[config.mk]
export PLATFORM = sky130hd
export DESIGN_NAME = pipeline_hazard_ctrl_flat
export DESIGN_NICKNAME = d
export VERILOG_FILES = /design/src/rtl/pipeline_hazard_ctrl_if.sv /design/src/rtl/pipeline_hazard_ctrl.sv /design/src/flat_wrapper.sv
export SDC_FILE = /design/constraint.sdc
export NUM_CORES = 1
export LEC_CHECK = 0
export BUFFER_PORTS_ARGS = -buffer_cell sky130_fd_sc_hd__buf_2
export CORE_ASPECT_RATIO = 1.25
export CORE_MARGIN = 3
export CORE_UTILIZATION = 35
export DETAILED_ROUTE_END_ITERATION = 10
export MAX_ROUTING_LAYER = met4
export SLEW_MARGIN = 25
export SYNTH_ARGS = -nofsm -noshare
export SYNTH_HDL_FRONTEND = slang
export SYNTH_SLANG_ARGS = --single-unit
[constraint.sdc]
create_clock -name clk -period 2 [get_ports clk]
set_input_delay 0.3 -clock clk [delete_from_list [all_inputs] [get_ports clk]]
set_output_delay 0.3 -clock clk [all_outputs]
set_load 0.05 [all_outputs]
[src/rtl/pipeline_hazard_ctrl_if.sv]
// Bundle of datapath hazard events and the pipeline-register controls for pipeline_hazard_ctrl.
// Optional perf counters appear when PIPE_CTRL_PERF_EN is defined.
interface pipeline_hazard_ctrl_if #(
  parameter int DATA_WIDTH     = 32,
  parameter int REG_ADDR_WIDTH = 5
`ifdef PIPE_CTRL_PERF_EN
  , parameter int PERF_WIDTH   = 32
`endif
);
  logic [REG_ADDR_WIDTH-1:0] D_rs1;
  logic [REG_ADDR_WIDTH-1:0] D_rs2;
  logic [REG_ADDR_WIDTH-1:0] E_rd;
  logic                      E_mem_read;
  logic                      E_mispredict;
  logic [DATA_WIDTH-1:0]     E_target;
  logic                      icache_miss;
  logic                      icache_ready;
  logic                      dcache_miss;
  logic                      dcache_ready;
  logic                      F_pc_en;
  logic                      F_pc_sel;
  logic [DATA_WIDTH-1:0]     redirect_pc;
  logic                      F_D_en;
  logic                      CTRL_Flush;
  logic                      D_E_en;
  logic                      D_E_flush;
  logic                      E_M_en;
  logic                      M_W_en;
`ifdef PIPE_CTRL_PERF_EN
  logic [PERF_WIDTH-1:0]     perf_stall_cycles;
  logic [PERF_WIDTH-1:0]     perf_flushes;
`endif

  // Events are level/pulse signals sampled every rising edge; there is no valid/ready
  // handshake: the controller answers combinationally in the same cycle.
  // master: datapath/cache side (raises events, consumes controls)
  modport master (
    output D_rs1, D_rs2, E_rd, E_mem_read, E_mispredict, E_target,
    output icache_miss, icache_ready, dcache_miss, dcache_ready,
    input  F_pc_en, F_pc_sel, redirect_pc, F_D_en, CTRL_Flush,
    input  D_E_en, D_E_flush, E_M_en, M_W_en
`ifdef PIPE_CTRL_PERF_EN
    , input perf_stall_cycles, perf_flushes
`endif
  );

  // slave: the hazard controller
  modport slave (
    input  D_rs1, D_rs2, E_rd, E_mem_read, E_mispredict, E_target,
    input  icache_miss, icache_ready, dcache_miss, dcache_ready,
    output F_pc_en, F_pc_sel, redirect_pc, F_D_en, CTRL_Flush,
    output D_E_en, D_E_flush, E_M_en, M_W_en
`ifdef PIPE_CTRL_PERF_EN
    , output perf_stall_cycles, perf_flushes
`endif
  );
endinterface

[src/rtl/pipeline_hazard_ctrl.sv]
// 5-stage pipeline hazard controller: load-use bubbles, mispredict redirects, I/D-cache miss stalls.
// Define PIPE_CTRL_PERF_EN to add stall-cycle and redirect-flush counters.
module pipeline_hazard_ctrl #(
  parameter int DATA_WIDTH     = 32,
  parameter int REG_ADDR_WIDTH = 5
`ifdef PIPE_CTRL_PERF_EN
  , parameter int PERF_WIDTH   = 32
`endif
) (
  input  logic                 clk,
  input  logic                 rst,
  pipeline_hazard_ctrl_if.slave bus,
  output logic [1:0]           state_dbg
);
  typedef enum logic [1:0] {RUN = 2'd0, IMISS = 2'd1, DMISS = 2'd2} state_e;

  state_e                state_q, state_d;
  state_e                ret_q, ret_d;
  logic                  pend_q, pend_d;
  logic [DATA_WIDTH-1:0] redir_q, redir_d;
  logic                  idone_q, idone_d;

  logic                  load_use;
  logic                  pc_en, pc_sel, fd_en, fd_flush, de_en, de_flush, em_en, mw_en;
  logic [DATA_WIDTH-1:0] rpc;

  assign load_use = bus.E_mem_read && (bus.E_rd != '0) &&
                    ((bus.E_rd == bus.D_rs1) || (bus.E_rd == bus.D_rs2));

  always_ff @(posedge clk or posedge rst) begin
    if (rst) begin
      state_q <= RUN;
      ret_q   <= RUN;
      pend_q  <= 1'b0;
      redir_q <= '0;
      idone_q <= 1'b0;
    end else begin
      state_q <= state_d;
      ret_q   <= ret_d;
      pend_q  <= pend_d;
      redir_q <= redir_d;
      idone_q <= idone_d;
    end
  end

  always_comb begin
    state_d  = state_q;
    ret_d    = ret_q;
    pend_d   = pend_q;
    redir_d  = redir_q;
    idone_d  = idone_q;
    pc_en    = 1'b1;
    pc_sel   = 1'b0;
    rpc      = pend_q ? redir_q : '0;
    fd_en    = 1'b1;
    fd_flush = 1'b0;
    de_en    = 1'b1;
    de_flush = 1'b0;
    em_en    = 1'b1;
    mw_en    = 1'b1;

    case (state_q)
      RUN: begin
        if (bus.dcache_miss) begin
          {pc_en, fd_en, de_en, em_en, mw_en} = '0;
          ret_d   = RUN;
          state_d = DMISS;
        end else if (bus.E_mispredict) begin
          // Wrong-path fetch and load-use in D are irrelevant once E redirects.
          pc_sel   = 1'b1;
          rpc      = bus.E_target;
          fd_flush = 1'b1;
          de_flush = 1'b1;
        end else if (load_use) begin
          pc_en    = 1'b0;
          fd_en    = 1'b0;
          de_flush = 1'b1;
          if (bus.icache_miss) state_d = IMISS;
        end else if (bus.icache_miss) begin
          pc_en    = 1'b0;
          fd_flush = 1'b1;
          state_d  = IMISS;
        end
      end

      IMISS: begin
        if (bus.dcache_miss) begin
          {pc_en, fd_en, de_en, em_en, mw_en} = '0;
          ret_d   = IMISS;
          if (bus.icache_ready) idone_d = 1'b1;
          state_d = DMISS;
        end else begin
          pc_en    = 1'b0;
          fd_flush = 1'b1;
          if (bus.E_mispredict) begin
            de_flush = 1'b1;
            redir_d  = bus.E_target;
            pend_d   = 1'b1;
          end
          if (bus.icache_ready || idone_q) begin
            pc_en   = 1'b1;
            idone_d = 1'b0;
            state_d = RUN;
            if (pend_q || bus.E_mispredict) begin
              // The returned line is on the wrong path: drop it and redirect instead.
              pc_sel = 1'b1;
              rpc    = bus.E_mispredict ? bus.E_target : redir_q;
              pend_d = 1'b0;
            end else begin
              fd_flush = 1'b0;
            end
          end
        end
      end

      DMISS: begin
        {pc_en, fd_en, de_en, em_en, mw_en} = '0;
        if (bus.icache_ready && (ret_q == IMISS)) idone_d = 1'b1;
        if (bus.dcache_ready) state_d = ret_q;
      end

      default: state_d = RUN;
    endcase

    if (rst) begin
      {pc_en, fd_en, de_en, em_en, mw_en} = '0;
      pc_sel   = 1'b0;
      rpc      = '0;
      fd_flush = 1'b1;
      de_flush = 1'b1;
    end
  end

  assign bus.F_pc_en     = pc_en;
  assign bus.F_pc_sel    = pc_sel;
  assign bus.redirect_pc = rpc;
  assign bus.F_D_en      = fd_en;
  assign bus.CTRL_Flush  = fd_flush;
  assign bus.D_E_en      = de_en;
  assign bus.D_E_flush   = de_flush;
  assign bus.E_M_en      = em_en;
  assign bus.M_W_en      = mw_en;
  assign state_dbg       = state_q;

`ifdef PIPE_CTRL_PERF_EN
  logic [PERF_WIDTH-1:0] stall_q, flush_q;

  // A redirect is the only case where the PC selects redirect_pc while F/D is cleared.
  always_ff @(posedge clk or posedge rst) begin
    if (rst) begin
      stall_q <= '0;
      flush_q <= '0;
    end else begin
      if (!pc_en)             stall_q <= stall_q + 1'b1;
      if (pc_sel && fd_flush) flush_q <= flush_q + 1'b1;
    end
  end

  assign bus.perf_stall_cycles = stall_q;
  assign bus.perf_flushes      = flush_q;
`endif
endmodule
[src/flat_wrapper.sv]
// flat-port wrapper written by rule: the top's interface ports become plain ports
module pipeline_hazard_ctrl_flat 
#(
  parameter int DATA_WIDTH     = 32,
  parameter int REG_ADDR_WIDTH = 5

)
  (clk, rst, state_dbg, bus_D_rs1, bus_D_rs2, bus_E_rd, bus_E_mem_read, bus_E_mispredict, bus_E_target, bus_icache_miss, bus_icache_ready, bus_dcache_miss, bus_dcache_ready, bus_F_pc_en, bus_F_pc_sel, bus_redirect_pc, bus_F_D_en, bus_CTRL_Flush, bus_D_E_en, bus_D_E_flush, bus_E_M_en, bus_M_W_en);
  pipeline_hazard_ctrl_if #(.DATA_WIDTH(DATA_WIDTH), .REG_ADDR_WIDTH(REG_ADDR_WIDTH)) bus_i ();
  input  logic clk;
  input  logic rst;
  output logic [1:0] state_dbg;
  input wire logic [$bits(bus_i.D_rs1)-1:0] bus_D_rs1;
  input wire logic [$bits(bus_i.D_rs2)-1:0] bus_D_rs2;
  input wire logic [$bits(bus_i.E_rd)-1:0] bus_E_rd;
  input wire logic [$bits(bus_i.E_mem_read)-1:0] bus_E_mem_read;
  input wire logic [$bits(bus_i.E_mispredict)-1:0] bus_E_mispredict;
  input wire logic [$bits(bus_i.E_target)-1:0] bus_E_target;
  input wire logic [$bits(bus_i.icache_miss)-1:0] bus_icache_miss;
  input wire logic [$bits(bus_i.icache_ready)-1:0] bus_icache_ready;
  input wire logic [$bits(bus_i.dcache_miss)-1:0] bus_dcache_miss;
  input wire logic [$bits(bus_i.dcache_ready)-1:0] bus_dcache_ready;
  output wire logic [$bits(bus_i.F_pc_en)-1:0] bus_F_pc_en;
  output wire logic [$bits(bus_i.F_pc_sel)-1:0] bus_F_pc_sel;
  output wire logic [$bits(bus_i.redirect_pc)-1:0] bus_redirect_pc;
  output wire logic [$bits(bus_i.F_D_en)-1:0] bus_F_D_en;
  output wire logic [$bits(bus_i.CTRL_Flush)-1:0] bus_CTRL_Flush;
  output wire logic [$bits(bus_i.D_E_en)-1:0] bus_D_E_en;
  output wire logic [$bits(bus_i.D_E_flush)-1:0] bus_D_E_flush;
  output wire logic [$bits(bus_i.E_M_en)-1:0] bus_E_M_en;
  output wire logic [$bits(bus_i.M_W_en)-1:0] bus_M_W_en;
  assign bus_i.D_rs1 = bus_D_rs1;
  assign bus_i.D_rs2 = bus_D_rs2;
  assign bus_i.E_rd = bus_E_rd;
  assign bus_i.E_mem_read = bus_E_mem_read;
  assign bus_i.E_mispredict = bus_E_mispredict;
  assign bus_i.E_target = bus_E_target;
  assign bus_i.icache_miss = bus_icache_miss;
  assign bus_i.icache_ready = bus_icache_ready;
  assign bus_i.dcache_miss = bus_dcache_miss;
  assign bus_i.dcache_ready = bus_dcache_ready;
  assign bus_F_pc_en = bus_i.F_pc_en;
  assign bus_F_pc_sel = bus_i.F_pc_sel;
  assign bus_redirect_pc = bus_i.redirect_pc;
  assign bus_F_D_en = bus_i.F_D_en;
  assign bus_CTRL_Flush = bus_i.CTRL_Flush;
  assign bus_D_E_en = bus_i.D_E_en;
  assign bus_D_E_flush = bus_i.D_E_flush;
  assign bus_E_M_en = bus_i.E_M_en;
  assign bus_M_W_en = bus_i.M_W_en;
  pipeline_hazard_ctrl #(.DATA_WIDTH(DATA_WIDTH), .REG_ADDR_WIDTH(REG_ADDR_WIDTH)) u_core (.clk(clk), .rst(rst), .bus(bus_i), .state_dbg(state_dbg));
endmodule
==> results of run 1 <==
worst max-delay path: stages (launching register included):
cell and delay (ps):
dfrtp_2 440, or3b_4 410, nor3_4 170, buf_6 160
clkbuf_16 160, nand2_2 60, a21oi_4 170, buf_6 180
where the power goes:
group	internal, uW	switching (uW)	leakage, uW	total [uW]
clock	407	280	0.0000585	687
sequential	996	207	0.000476	1200
combinational	1050	1230	0.00162	2280
total	2450	1720	0.00215	4170
registers in the layout, summed over array words and instances, names as in the netlist:
| name | flops |
|---|---|
| u_core.state_dbg | 2 |
| u_core.idone_q | 1 |
| u_core.pend_q | 1 |
| u_core.redir_q | 32 |
| u_core.ret_q | 1 |
through the flow:
stage	utilization (%)	setup TNS [ps]	instance area, um^2
floorplan	-	-7112	3611
global placement	49.50	-2445	4378
detailed placement	49.50	-3103	4378
CTS	53.79	-9809	4757
global route	58.52	-12040	5175
finish	58.52	-9589	5175
synth_stat cells, types with 3 or more instances:
cell	instances
buf_6	4
buf_2	11
dfrtp_1	37
o21ai_0	5
nand3_1	4
a21o_1	30
clkbuf_1	13
nand2_1	67
buf_4	3
mux2_2	64
inv_1	5
a21oi_1	7
a21oi_2	30
a22oi_1	31
nor3_1	3
xnor2_1	10
nor2_1	6
area by class of cell:
| cell class | instances | area, um^2 | area share, % |
|---|---|---|---|
| Inverter | 6 | 27.53 | 0.5319 |
| Tap cell | 120 | 150.1 | 2.901 |
| Timing Repair Buffer | 144 | 1292 | 24.98 |
| Multi-Input combinational cell | 282 | 2660 | 51.40 |
| Clock buffer | 7 | 86.33 | 1.668 |
| Sequential cell | 37 | 928.4 | 17.94 |
| Clock inverter | 1 | 30.03 | 0.5803 |
path summary, 6_finish.rpt:
kind | slack, ps | end | cells after the start
worst max register to register | 230 | u_core.redir_q[26] | 5
worst min-delay path | 120 | u_core.ret_q[0] | 3
worst max-delay path | -340 | bus_redirect_pc[20] | 7
min in group clk | 210 | u_core.state_dbg[1] | 2
max in group asynchronous | 1250 | u_core.redir_q[0] | 4
worst min register to register | 530 | u_core.ret_q[0] | 2
kinds of logic after synthesis:
| logic type | share of synthesized area [%] |
|---|---|
| AOI/OAI and AO/OA | 27.51 |
| xor gates and xnor gates | 2.700 |
| buffers and inverters | 6.095 |
| DFF | 28.55 |
| muxes | 22.22 |
| and+or+nand+nor | 12.92 |
per-layer routing:
metal  vias up  global-route usage (%)
met5         -                       -
met4         0                   4.460
met3         4                   2.573
met2        81                   33.67
met1      1589                   23.18
li1       1524                       -
repair_timing:
action,in CTS,in global routing
hold buffers,1,0
endpoints found under the setup margin,37,37
setup buffers,1,5
hold endpoints to repair,1,0
gates cloned,0,7
resized for setup,76,59
pin swaps,4,9
==> flow_summary.toml, run 1 <==
[run_status]
status = "finished, violations left"
violations = "negative setup slack"

[floorplanning]
dieArea_um2 = 10460
initial_core_util_pct = 36.67
die_width_um = 92.10
num_io_pins = 97
rows = 38
die_y_um = 113.6
core_um2 = 8843

[drt]
drcViolationCount = 0
drtAntennaViolNets = 0
vias = 3198
met2_length_um = 5326
top_layer = "met4"
drt_pass1_iterations = 4
wl_met1_um = 4551
via_per_inst = 5.357
met3WireLength_um = 350
drtIter0Drc = 82
routed_wl_um = 10300
wire_per_inst_um = 17.25

[setup_path]
cp-startpoint = "u_core.state_dbg[1]"
arrival_ps = 2040
cp.required_ps = 1700
r2r_start = "u_core.state_dbg[1]"
cp-start-kind = "register"
cp_max_fo = 6
crit_path_end_kind = "output pin"
worstSetupPathType = "register to output pin"

[pwr]
peakVddDrop_v = 0.0005207
leakagePower_uw = 0.002151
powerDensity_nw_per_um2 = 805.6
p_total_uw = 4169

[clock_tree]
cts_sinks = 37
path_clk_slew_ps = 70
cts_root_buffer = "clkbuf_8"
cts_inserted_buffers = 5
cts_max_level = 2
cts_tree = "built"
clk_path_buf_depth = 2
clk_latency_ps = 290

[logic_synthesis]
yosys_warnings = 0
synth.top_cell.area_share_pct = 28.55
ys_ff_latch = 37
netlist_top_cells_area = "dfrtp_1, mux2_2, a21oi_2"
syn-num-nets = 412
synth_area_per_cell_um2 = 9.084
synth_area_leader_cell = "dfrtp_1"
syn-cell-area_um2 = 3243
syn_inst = 357
synth_edf_count = 0
synthFlopType = "dfrtp_1"
synth.distinct_cells = 41
async_reset_ff_share_pct = 100.0
yosysSeqAreaShare_pct = 28.55

[place]
pre_cts_ws_ps = -130.7
place.gp.congestion = 0.7983
portBuffers = 96
placed_cells = 576
place_hpwl_um = 6669

[sta]
fin_ws_ps = -335.1
hold_viol = 0
setup-violations-final = 35
slew_violations = 0
post-route-min-period_ps = 2335
min_period_over_period_pct = 116.8
whs_ps = 116.3
worst_pin_slew_ps = 412.0
rsz0062_at_grt = "yes"
fmax_mhz = 428.2
relSlewSlack_pct = 72.53
finalClockSkew_ps = 2.497

[global_route]
grt.total_usage_pct = 19.09
grt_pass1_vias = 3156
overflow = 0
grt_first_pass_wirelength_um = 15670
grt_antenna_before_repair = 0
grt_max_degree = 34

[final_layout]
final_common_cell = "mux2_2"
fin_cells = 597
mostFrequentLayoutCells = "mux2_2, buf_2, nand2_1, buf_6, dfrtp_1"
area_growth_syn_to_layout_pct = 59.57
fillers = 798
nNetsFinal = 531
insertedDiodeCount = 0
drive_gt1_share_pct = 66.46

[run]
cap_violations = 0

[hold_path]
hp-class = "input port to asynchronous set/reset pin"
Note: power is estimated with default switching activity, not from simulation.
==> run 2, diff against run 1 <==
--- a/config.mk
+++ b/config.mk
@@ -11,6 +11,7 @@
 export CORE_UTILIZATION = 35
 export DETAILED_ROUTE_END_ITERATION = 10
 export MAX_ROUTING_LAYER = met4
+export SKIP_LAST_GASP = 1
 export SLEW_MARGIN = 25
 export SYNTH_ARGS = -nofsm -noshare
 export SYNTH_HDL_FRONTEND = slang
==> flow_summary.toml, run 2 (synthesized netlist as in run 1, its figures left out) <==
[clock_tree]
path_clk_slew_ps = 80
cts_root_buffer = "clkbuf_8"
cts_tree = "built"
clk_latency_ps = 290
clk_path_buf_depth = 2
cts_max_level = 2
cts_sinks = 37
cts_inserted_buffers = 5

[pwr]
leakagePower_uw = 0.002186
peakVddDrop_v = 0.0004921
powerDensity_nw_per_um2 = 797.3
p_total_uw = 4072

[floorplanning]
core_um2 = 8843
dieArea_um2 = 10460
initial_core_util_pct = 36.67
die_width_um = 92.10
die_y_um = 113.6
rows = 38
num_io_pins = 97

[global_route]
grt_pass1_vias = 3097
grt.total_usage_pct = 18.74
grt_first_pass_wirelength_um = 15410
grt_antenna_before_repair = 0
overflow = 0
grt_max_degree = 34

[place]
place_hpwl_um = 6669
portBuffers = 96
place_area_um2 = 4378
place.gp.congestion = 0.7983
pre_cts_ws_ps = -130.7

[sta]
worst_pin_slew_ps = 406.7
fmax_mhz = 418.8
slew_violations = 0
setup-violations-final = 34
tns_ps = -11840
rsz0062_at_grt = "yes"
post-route-min-period_ps = 2388
relSlewSlack_pct = 72.89
hold_viol = 0
min_period_over_period_pct = 119.4
finalClockSkew_ps = 3.196
fin_ws_ps = -388.0

[final_layout]
fin_area_um2 = 5107
regMostFlops = "u_core.redir_q"
final_common_cell = "mux2_2"
fillers = 785
mostFrequentLayoutCells = "mux2_2, buf_2, nand2_1, buf_6, dfrtp_1"
area_growth_syn_to_layout_pct = 57.48
drive_gt1_share_pct = 62.55
largest_register_ffs = 32
nNetsFinal = 532
insertedDiodeCount = 0
final_core_util_pct = 57.75

[drt]
drcViolationCount = 0
vias = 3179
wire_per_inst_um = 17.00
drtAntennaViolNets = 0
routed_wl_um = 10170
via_per_inst = 5.316
drtIter0Drc = 165
drt_pass1_iterations = 4

[setup_path]
arrival_ps = 2090
reg2reg_depth = 5
cp.required_ps = 1700
crit_path_end_kind = "output pin"
worstSetupPathType = "register to output pin"
r2r_start = "u_core.state_dbg[1]"
cp_max_fo = 6
cp-start-kind = "register"
r2r_slack_ps = 260
timing.rr.end = "u_core.redir_q[8]"

[run]
cap_violations = 0

[run_status]
status = "finished, violations left"
violations = "negative setup slack"

[hold_path]
hp-class = "input port to asynchronous set/reset pin"
## run 2: final cells by class
cell class / instances / area (um^2) / area share (%)
multi-input cells: 282 / 2590 / 50.71
repair buffers: 145 / 1291 / 25.28
flip-flops and latches: 37 / 928.4 / 18.18
well taps: 120 / 150.1 / 2.940
clock buffers: 7 / 86.33 / 1.690
inverters: 6 / 31.28 / 0.6124
clock inverters: 1 / 30.03 / 0.5879
## run 2: through the flow
| stage | hold slack, ps | cells |
|---|---|---|
| 6_report | 126.8 | 598 |
| 5_1_grt | 138.3 | 598 |
| 4_1_cts | 97.92 | 586 |
| 3_5_place_dp | 240.9 | 576 |
| 3_3_place_gp | 242.7 | 576 |
| 2_1_floorplan | 404.1 | 357 |
## run 2: metal layers
| layer | GRT usage, % | part of all wire [%] | up-vias | wire (um) |
|---|---|---|---|---|
| met5 | - | 0 | - | 0 |
| met4 | 4.460 | 0.95 | 0 | 97 |
| met3 | 2.375 | 4.1 | 6 | 414 |
| met2 | 32.31 | 52 | 73 | 5268 |
| met1 | 23.47 | 43 | 1574 | 4385 |
| li1 | - | - | 1526 | - |
## run 2: how the worst max path moves through the flow
| stage | end | cells past startpoint | slack (ps) | start |
|---|---|---|---|---|
| after global placement | bus_redirect_pc[30] | 6 | -120 | u_core.state_dbg[1] |
| after floorplan | bus_redirect_pc[0] | 6 | -220 | u_core.state_dbg[1] |
| after detailed placement | bus_redirect_pc[30] | 6 | -130 | u_core.state_dbg[1] |
| after global routing | bus_redirect_pc[26] | 7 | -460 | u_core.state_dbg[1] |
| after CTS | bus_redirect_pc[22] | 6 | -350 | u_core.state_dbg[0] |
| final | bus_redirect_pc[20] | 7 | -390 | u_core.state_dbg[1] |
## run 2: what timing repair did
action | in CTS | in global routing
cloned | 0 | 6
pin swaps | 4 | 12
setup endpoints to repair | 37 | 37
resized for setup | 49 | 73
endpoints found under the hold margin | 1 | 0
hold buffers | 1 | 0
buffers inserted | 1 | 7
## run 2: power breakdown
group          total (uW)  internal [uW]  switching (uW)  leakage, uW
registers            1180            996             185     0.000476
clock network         689            407             282    0.0000585
logic                2200           1010            1200      0.00165
## run 2: worst max-delay path: stages, from the launching register on
cell and delay, ps:
dfrtp_2 440, or3b_4 410, nor3_4 220, buf_4 170, clkbuf_16 160, nand2_2 60, a21oi_4 160, buf_6 170
